### src/rtl/nmcu_pkg.sv
// Shared NMCU datapath widths for the operand and partial-sum paths.
package nmcu_pkg;
  parameter int DATA_WIDTH = 8;
  parameter int PSUM_WIDTH = 32;
endpackage

### src/rtl/pe_tile_scheduler.sv
// Walks a job's K tiles: operand fetch, PE command, result return; 4 cycles + PE latency per tile.
// Stalls on op_rd_valid_i, pe_cmd_ready_i, pe_done_i and res_ready_i; accepts one job only when idle.
module pe_tile_scheduler #(
  parameter int DATA_WIDTH = nmcu_pkg::DATA_WIDTH,
  parameter int PSUM_WIDTH = nmcu_pkg::PSUM_WIDTH,
  parameter int K_W        = 8,
  parameter int ADDR_W     = 10
) (
  input  logic                               clk,
  input  logic                               rst,
  input  logic                               job_valid_i,
  output logic                               job_ready_o,
  input  logic [K_W-1:0]                     job_k_len_i,
  input  logic [ADDR_W-1:0]                  job_a_base_i,
  input  logic [ADDR_W-1:0]                  job_b_base_i,
  input  logic                               job_accum_i,
  output logic                               op_rd_req_o,
  output logic [ADDR_W-1:0]                  op_rd_addr_a_o,
  output logic [ADDR_W-1:0]                  op_rd_addr_b_o,
  input  logic                               op_rd_valid_i,
  input  logic [3:0][DATA_WIDTH-1:0]         op_a_data_i,
  input  logic [3:0][DATA_WIDTH-1:0]         op_b_data_i,
  output logic                               pe_cmd_valid_o,
  input  logic                               pe_cmd_ready_i,
  output logic                               pe_accum_en_o,
  output logic [3:0][DATA_WIDTH-1:0]         pe_operand_a_o,
  output logic [3:0][DATA_WIDTH-1:0]         pe_operand_b_o,
  input  logic                               pe_done_i,
  input  logic [3:0][3:0][PSUM_WIDTH-1:0]    pe_result_i,
  output logic                               res_valid_o,
  input  logic                               res_ready_i,
  output logic [3:0][3:0][PSUM_WIDTH-1:0]    res_data_o,
  output logic                               busy_o,
  output logic                               err_o
);

  typedef enum logic [2:0] {IDLE, FETCH, WAIT_OP, ISSUE, WAIT_PE, RESULT} state_t;

  state_t                     state_q, state_d;
  logic [K_W-1:0]             k_idx_q, k_len_q;
  logic [ADDR_W-1:0]          a_base_q, b_base_q;
  logic                       accum_q, err_q;
  logic [3:0][DATA_WIDTH-1:0] op_a_q, op_b_q;
  logic                       last_tile;

  assign last_tile      = (k_idx_q == k_len_q - 1'b1);
  assign op_rd_addr_a_o = a_base_q + ADDR_W'(k_idx_q);
  assign op_rd_addr_b_o = b_base_q + ADDR_W'(k_idx_q);
  assign pe_operand_a_o = op_a_q;
  assign pe_operand_b_o = op_b_q;
  assign err_o          = err_q & ~rst;

  always_ff @(posedge clk) begin
    if (rst) state_q <= IDLE;
    else     state_q <= state_d;
  end

  // Handshake outputs are forced low combinationally for the whole reset window.
  always_comb begin
    state_d        = state_q;
    job_ready_o    = 1'b0;
    op_rd_req_o    = 1'b0;
    pe_cmd_valid_o = 1'b0;
    pe_accum_en_o  = 1'b0;
    res_valid_o    = 1'b0;
    busy_o         = 1'b0;
    if (!rst) begin
      busy_o = (state_q != IDLE);
      case (state_q)
        IDLE: begin
          job_ready_o = 1'b1;
          if (job_valid_i && job_k_len_i != '0) state_d = FETCH;
        end
        FETCH: begin
          op_rd_req_o = 1'b1;
          state_d     = WAIT_OP;
        end
        WAIT_OP: if (op_rd_valid_i) state_d = ISSUE;
        ISSUE: begin
          pe_cmd_valid_o = 1'b1;
          pe_accum_en_o  = (k_idx_q == '0) ? accum_q : 1'b1;
          if (pe_cmd_ready_i) state_d = WAIT_PE;
        end
        WAIT_PE: if (pe_done_i) state_d = last_tile ? RESULT : FETCH;
        RESULT: begin
          res_valid_o = 1'b1;
          if (res_ready_i) state_d = IDLE;
        end
        default: state_d = IDLE;
      endcase
    end
  end

  always_ff @(posedge clk) begin
    if (rst) begin
      k_idx_q    <= '0;
      k_len_q    <= '0;
      a_base_q   <= '0;
      b_base_q   <= '0;
      accum_q    <= 1'b0;
      err_q      <= 1'b0;
      op_a_q     <= '0;
      op_b_q     <= '0;
      res_data_o <= '0;
    end else begin
      err_q <= 1'b0;
      case (state_q)
        IDLE: if (job_valid_i) begin
          k_len_q  <= job_k_len_i;
          a_base_q <= job_a_base_i;
          b_base_q <= job_b_base_i;
          accum_q  <= job_accum_i;
          k_idx_q  <= '0;
          err_q    <= (job_k_len_i == '0);
        end
        WAIT_OP: if (op_rd_valid_i) begin
          op_a_q <= op_a_data_i;
          op_b_q <= op_b_data_i;
        end
        WAIT_PE: if (pe_done_i) begin
          if (last_tile) res_data_o <= pe_result_i;
          else           k_idx_q    <= k_idx_q + 1'b1;
        end
        default: ;
      endcase
    end
  end

endmodule

### config.mk
export PLATFORM = sky130hd
export DESIGN_NAME = pe_tile_scheduler
export DESIGN_NICKNAME = d
export VERILOG_FILES = /design/src/rtl/nmcu_pkg.sv /design/src/rtl/pe_tile_scheduler.sv
export SDC_FILE = /design/constraint.sdc
export NUM_CORES = 1
export LEC_CHECK = 0
export BUFFER_PORTS_ARGS = -buffer_cell sky130_fd_sc_hd__buf_2
export CAP_MARGIN = 5
export CORE_AREA = 2 2 478 480
export CTS_BUF_LIST = sky130_fd_sc_hd__clkbuf_8
export CTS_CLUSTER_DIAMETER = 60
export DETAILED_ROUTE_END_ITERATION = 16
export DIE_AREA = 0 0 480 482
export GPL_TIMING_DRIVEN = 0
export PLACE_DENSITY = 0.3
export SYNTH_ARGS = -nofsm -noshare
export SYNTH_HDL_FRONTEND = slang
export SYNTH_SLANG_ARGS = --single-unit
### constraint.sdc
create_clock -name clk -period 3.2 [get_ports clk]
set_input_delay 0.32 -clock clk [delete_from_list [all_inputs] [get_ports clk]]
set_output_delay 0.32 -clock clk [all_outputs]
set_load 0.005 [all_outputs]
Word level (Yosys, flattened, before mapping)

Cells that the tools add are included.

$add $sub $neg: 4
Eq/ne operators: 13
Mux-type cells: 23
Bitwise operators: 4
Reductions and logical operators: 13

Operators by type and width:

| cell                | count |
|---|---|
| $mux 8              | 3 |
| $add 10x8->10       | 2 |
| $mux 3              | 6 |
| $pmux 3 s6          | 1 |
| $logic_not 8->1     | 2 |
| $pmux 8 s2          | 1 |
| $ne 2x2->1 const B  | 7 |
| $mux 1              | 12 |
| $add 8x1->8 const B | 1 |
| $eq 8x8->1          | 1 |
| $reduce_bool 8->1   | 1 |
| $sub 8x1->8 const B | 1 |
| $eq 3x2->1 const B  | 2 |
| $eq 3x3->1 const B  | 2 |
| $reduce_and 5->1    | 1 |
| $reduce_and 2->1    | 2 |
| $reduce_and 4->1    | 1 |
| $eq 3x1->1 const B  | 1 |
| $logic_not 3->1     | 1 |
| $not 1->1           | 3 |
| $reduce_and 3->1    | 1 |
| $reduce_bool 3->1   | 1 |
| $reduce_or 3->1     | 1 |
| $reduce_bool 2->1   | 1 |
| other kinds (2)     | 2 |

Bits in registers: 617
Input port bits: 612
Logic and storage cells: 88

Longest topological paths before layout

Depth in word-level cells: 5
Mapped depth: 12
Mapped depth without buffers: 9

Worst setup path after synthesis

OpenSTA, ideal clock, no wires.

Kind: register to register
Start: register k_len_q[0]
End: register res_data_o[74] in the netlist's numbering
Setup time: 70 ps
Data arrival time: 2674 ps
Data required time: 3130 ps
Slack: 455 ps
Cell stages (with the launch flop): 10
Period minus slack after synthesis: 2745 ps
Cells stage by stage: dfxtp_1 -> clkbuf_1 -> or2_2 -> or3_1 -> a2111o_1 -> a2111oi_4 -> clkbuf_1 -> buf_2 -> nand2_1 -> a21oi_1

Cells in the longest elaborated chain, start to end: 3

RTL lines:

| item                       | RTL line                 | RTL |
|---|---|---|
| from (decl)                | pe_tile_scheduler.sv:40  | `logic [K_W-1:0] k_idx_q, k_len_q;` |
| from (signal assigned)     | pe_tile_scheduler.sv:109 | `k_len_q <= job_k_len_i;` |
| $sub 8x1->8                | pe_tile_scheduler.sv:46  | `assign last_tile = (k_idx_q == k_len_q - 1'b1);` |
| $eq 8x8->1                 | pe_tile_scheduler.sv:46  |  |
| $reduce_and 3->1 (no line) | --                       |  |
| to (signal assigned)       | pe_tile_scheduler.sv:121 | `if (last_tile) res_data_o <= pe_result_i;` |
| to (decl)                  | pe_tile_scheduler.sv:32  | `output logic [3:0][3:0][PSUM_WIDTH-1:0] res_data_o,` |

No other way between the ends.
A chain may end at the register's enable or synchronous reset.

Final worst setup path

Start: register k_idx_q[1]
End: output op_rd_addr_a_o[8]

Cells in the longest elaborated chain, start to end: 1

RTL lines:

| item                   | RTL line                 | RTL |
|---|---|---|
| from (decl)            | pe_tile_scheduler.sv:40  |  |
| from (signal assigned) | pe_tile_scheduler.sv:122 | `else k_idx_q <= k_idx_q + 1'b1;` |
| $add 10x8->10          | pe_tile_scheduler.sv:47  | `assign op_rd_addr_a_o = a_base_q + ADDR_W'(k_idx_q);` |
| to (decl)              | pe_tile_scheduler.sv:18  | `output logic [ADDR_W-1:0] op_rd_addr_a_o,` |

No other way between the ends.

==> metrics.cfg <==
[die]
floorplan.core_area_um2=226000
die_height_um=482
die-area_um2=231000
placementRows=175
ios=1215
die_width_um=480
floorplan.initialDensity=0.0984

[placement]
place.gp.congestion=0.876
detailedPlace.worstSlack_ps=-1030
numPortBuffers=1213
dp_hpwl_mm=144

[cells_and_area]
share_of_cells_above_drive_strength_1=0.314
nets=5474
area.growth.synth_to_final_pct=86.8

[logic_synthesis]
post_synth_fa_ha_maj_area_fraction=0.0125
ys_warn_count=0
number_of_synthesized_flops_with_an_enable_pin=0
synth_compound_area_frac=0.153
async_reset_ff_frac=0
synth_area_leaders=sky130_fd_sc_hd__dfxtp_1, sky130_fd_sc_hd__nand2_1, sky130_fd_sc_hd__a21oi_1
synth_seq_area_share=0.554
postSynth.topFlopCell=sky130_fd_sc_hd__dfxtp_1
post_synthesis_mean_instance_area_um2=7.79
mappedNetlistArea_um2=22300
synth_top_family_by_area=simple AND/OR/NAND/NOR gates
synth.top_cells.by_count=sky130_fd_sc_hd__nand2_1, sky130_fd_sc_hd__a21oi_1, sky130_fd_sc_hd__dfxtp_1
synthMostInstantiatedCell=sky130_fd_sc_hd__nand2_1
synth_largest_area_cell=sky130_fd_sc_hd__dfxtp_1
synthMuxAreaShare=0.00191
nets_in_the_synthesized_netlist=3494
syn_inst=2861
synth.top_cell.area_share=0.554
yosys.cell_types.count=44
yosys_register_bits=617
yosys.area_share.xor_xnor=0.0101
synth_simple_gate_area_share=0.228

[run]
drv.max_cap_violation_count=0

[grt]
globalRoute.totalOverflow=0
grt_start_max_net_pins=17
grt_antenna_before_repair=55
via_count_of_the_first_global_routing_pass=28000
grt_pass1_wl_mm=229
groute.usage.overall=0.142

[timing]
finalMaxSlewViolations=0
timing.final.ws_setup_ps=71.4
worst_slew_margin_rel=0.304
max_freq_mhz=320
fin_hold_viols=0
final-setup-viol-count=0
final_period_utilization=0.978
layout_min_cycle_time_ps=3130
rsz_0062_raised_after_global_routing=true
final.setup_skew_ps=43.0
tightest_slew_ps=1040
final.hold.worst_slack_ps=228

[worst_setup_path]
setup.worst_path.class=flip-flop to output port
cp_data_required_time_ps=2880
timing.critical_path.fanout_max=4
critical_path_buf_inv_count=3
critPathTopFamily=compound AO/OA/AOI/OAI gates
delay_contributed_by_the_slowest_stage_of_the_critical_path_ps=380
cp.depth=10
critical_path.most_common_cell=sky130_fd_sc_hd__o21ai_2
crit_path_end_kind=output port
crit_chain=clkinvlp_4, buf_12, fa_2, nor2b_2, o21ai_2, a21boi_2, o21ai_2, a21oi_2, xor2_1, buf_2
worst_ep_arrival_time_ps=2810
reg2regPathDepth=10
worstSetupStartpointType=flip-flop
cpMaxStageDelayCell=sky130_fd_sc_hd__dfxtp_4

[pwr]
worst_ir_drop_vdd_v=0.000320
int_pwr_uw=14100
power_per_standard_cell_area_nw_per_um2=473
netSwitchingPower_uw=5530
power.static_leakage_uw=0.0175
power_frac_comb=0.122
p_seq_frac=0.403
switching_share=0.281
clock_power_share=0.475

[route]
detail_route.iter0.violations=1053
drc=0
routed_wirelength_mm=172
viasPerCell=3.46
ant_nets=0
dr.pass1.iters=5
wl_per_cell_um=21.5
vias=27600

[clock_tree]
cts_tree=built
clock_latency_ps=870
clock_pin_slew_of_the_registers_on_the_worst_case_setup_and_hold_paths_ps=60
h-tree-depth=4
cts_made_buffers=138
clock_tree.buffer_depth=3
numClockSinks=617
clock-root-buffer=sky130_fd_sc_hd__clkbuf_8

[run_status]
status=complete, no violations

[min_path]
hold-path-cell-count=3
hold_path.class=input pin to flip-flop

## path summary, 6_finish.rpt
path	to	start	slack [ps]
setup / recovery	op_rd_addr_a_o[8]	k_idx_q[1]	70
hold / removal	k_idx_q[6]	rst	230
setup reg to reg	res_data_o[346]	k_len_q[2]	120
hold reg to reg	res_data_o[133]	res_data_o[133]	450
## metal layers
layer / vias to the layer above / track usage / routed length (µm) / part of all wire
met4: 14 / 0.0382 / 4270 / 0.025
met3: 248 / 0.0575 / 16100 / 0.094
met1: 12900 / 0.172 / 72800 / 0.42
li1: 13300 / - / - / -
met2: 1115 / 0.232 / 78400 / 0.46
met5: - / 0 / 88 / 0.00051
## worst min-delay path, cell delays in order
cell	delay (ps)
sky130_fd_sc_hd__clkbuf_1	180
sky130_fd_sc_hd__nand2b_1	360
sky130_fd_sc_hd__a21oi_1	180
## final cells by class
cell class / instances / area, µm²
Multi-Input combinational cell: 2018 / 9160
Tap cell: 3009 / 3760
Antenna cell: 29 / 72.6
Clock inverter: 82 / 664
Clock buffer: 152 / 2090
Fill cell: 26000 / 185000
Inverter: 16 / 63.8
Sequential cell: 617 / 12400
Timing Repair Buffer: 1841 / 12400
Buffer: 209 / 1070
## metrics by stage
| stage | power [µW] | instances | util | cell area, µm² | setup TNS, ps |
|---|---|---|---|---|---|
| 6_report | 19700 | 7973 | 0.184 | 41600 | 0 |
| 3_3_place_gp | 9790 | 7083 | 0.142 | 32100 | -927900 |
| 4_1_cts | 20200 | 7939 | 0.182 | 41300 | -556 |
| 5_1_grt | 20700 | 7956 | 0.184 | 41600 | -817 |
| 3_5_place_dp | 9800 | 7086 | 0.142 | 32200 | -346170 |
| 2_1_floorplan | 8740 | 2861 | - | 22300 | 0 |
## repair_timing
| item | in CTS | in global routing |
|---|---|---|
| buffers inserted | 9 | 5 |
| endpoints found under the setup margin | 524 | 494 |
| gates resized for setup | 90 | 85 |
| hold buffers | 611 | 0 |
| pin swaps | 12 | 19 |
| endpoints found under the hold margin | 617 | 0 |
## flip-flops by register name, summed over array words and instances, names as in the netlist
signal          count
a_base_q           10
pe_operand_a_o     32
k_len_q             8
b_base_q           10
res_data_o        512
state_q             3
accum_q             1
k_idx_q             8
err_q               1
pe_operand_b_o     32
## cell families (layout without fill, tap and decap cells)
| family | count (synthesis) | in the layout |
|---|---|---|
| other | 0 | 29 |
| xor gates and xnor gates | 24 | 24 |
| buffers and inverters | 226 | 2300 |
| adders and majority gates | 21 | 21 |
| and+or+nand+nor | 1307 | 1307 |
| muxes | 4 | 4 |
| AOI/OAI and AO/OA | 662 | 662 |
| DFF | 617 | 617 |
## cell usage in the layout (no fill, tap or decap), types with 4 or more instances in the layout
| master | n |
|---|---|
| sky130_fd_sc_hd__buf_2 | 1230 |
| sky130_fd_sc_hd__nand2_1 | 1224 |
| sky130_fd_sc_hd__a21oi_1 | 619 |
| sky130_fd_sc_hd__dlygate4sd3_1 | 611 |
| sky130_fd_sc_hd__dfxtp_1 | 609 |
| sky130_fd_sc_hd__clkbuf_8 | 154 |
| sky130_fd_sc_hd__clkbuf_1 | 115 |
| sky130_fd_sc_hd__inv_1 | 62 |
| sky130_fd_sc_hd__clkbuf_2 | 30 |
| sky130_fd_sc_hd__diode_2 | 29 |
| sky130_fd_sc_hd__clkbuf_4 | 22 |
| sky130_fd_sc_hd__buf_4 | 21 |
| sky130_fd_sc_hd__xnor2_1 | 16 |
| sky130_fd_sc_hd__ha_1 | 16 |
| sky130_fd_sc_hd__or3_1 | 14 |
| sky130_fd_sc_hd__buf_6 | 12 |
| sky130_fd_sc_hd__o21ai_0 | 11 |
| sky130_fd_sc_hd__nor2_1 | 11 |
| sky130_fd_sc_hd__nor3_1 | 10 |
| sky130_fd_sc_hd__bufinv_16 | 10 |
| sky130_fd_sc_hd__clkinv_2 | 10 |
| sky130_fd_sc_hd__clkinvlp_4 | 6 |
| sky130_fd_sc_hd__nand2_2 | 6 |
| sky130_fd_sc_hd__nand3_1 | 5 |
| sky130_fd_sc_hd__xor2_1 | 5 |
| sky130_fd_sc_hd__nor4_1 | 5 |
| sky130_fd_sc_hd__dfxtp_2 | 5 |
| sky130_fd_sc_hd__a21oi_2 | 4 |
| sky130_fd_sc_hd__nor2b_1 | 4 |
| sky130_fd_sc_hd__nand4_1 | 4 |
| sky130_fd_sc_hd__and3_1 | 4 |
## power by group through the flow
stage / Combinational [µW] / Sequential (µW) / Clock, µW
finish: 2400 / 7930 / 9330
detailed placement: 1700 / 8090 / 0
global route: 2610 / 7950 / 10100
global placement: 1700 / 8090 / 0
CTS: 2440 / 7930 / 9820
floorplan: 682 / 8060 / 0
Power figures use the tool's default switching activity.
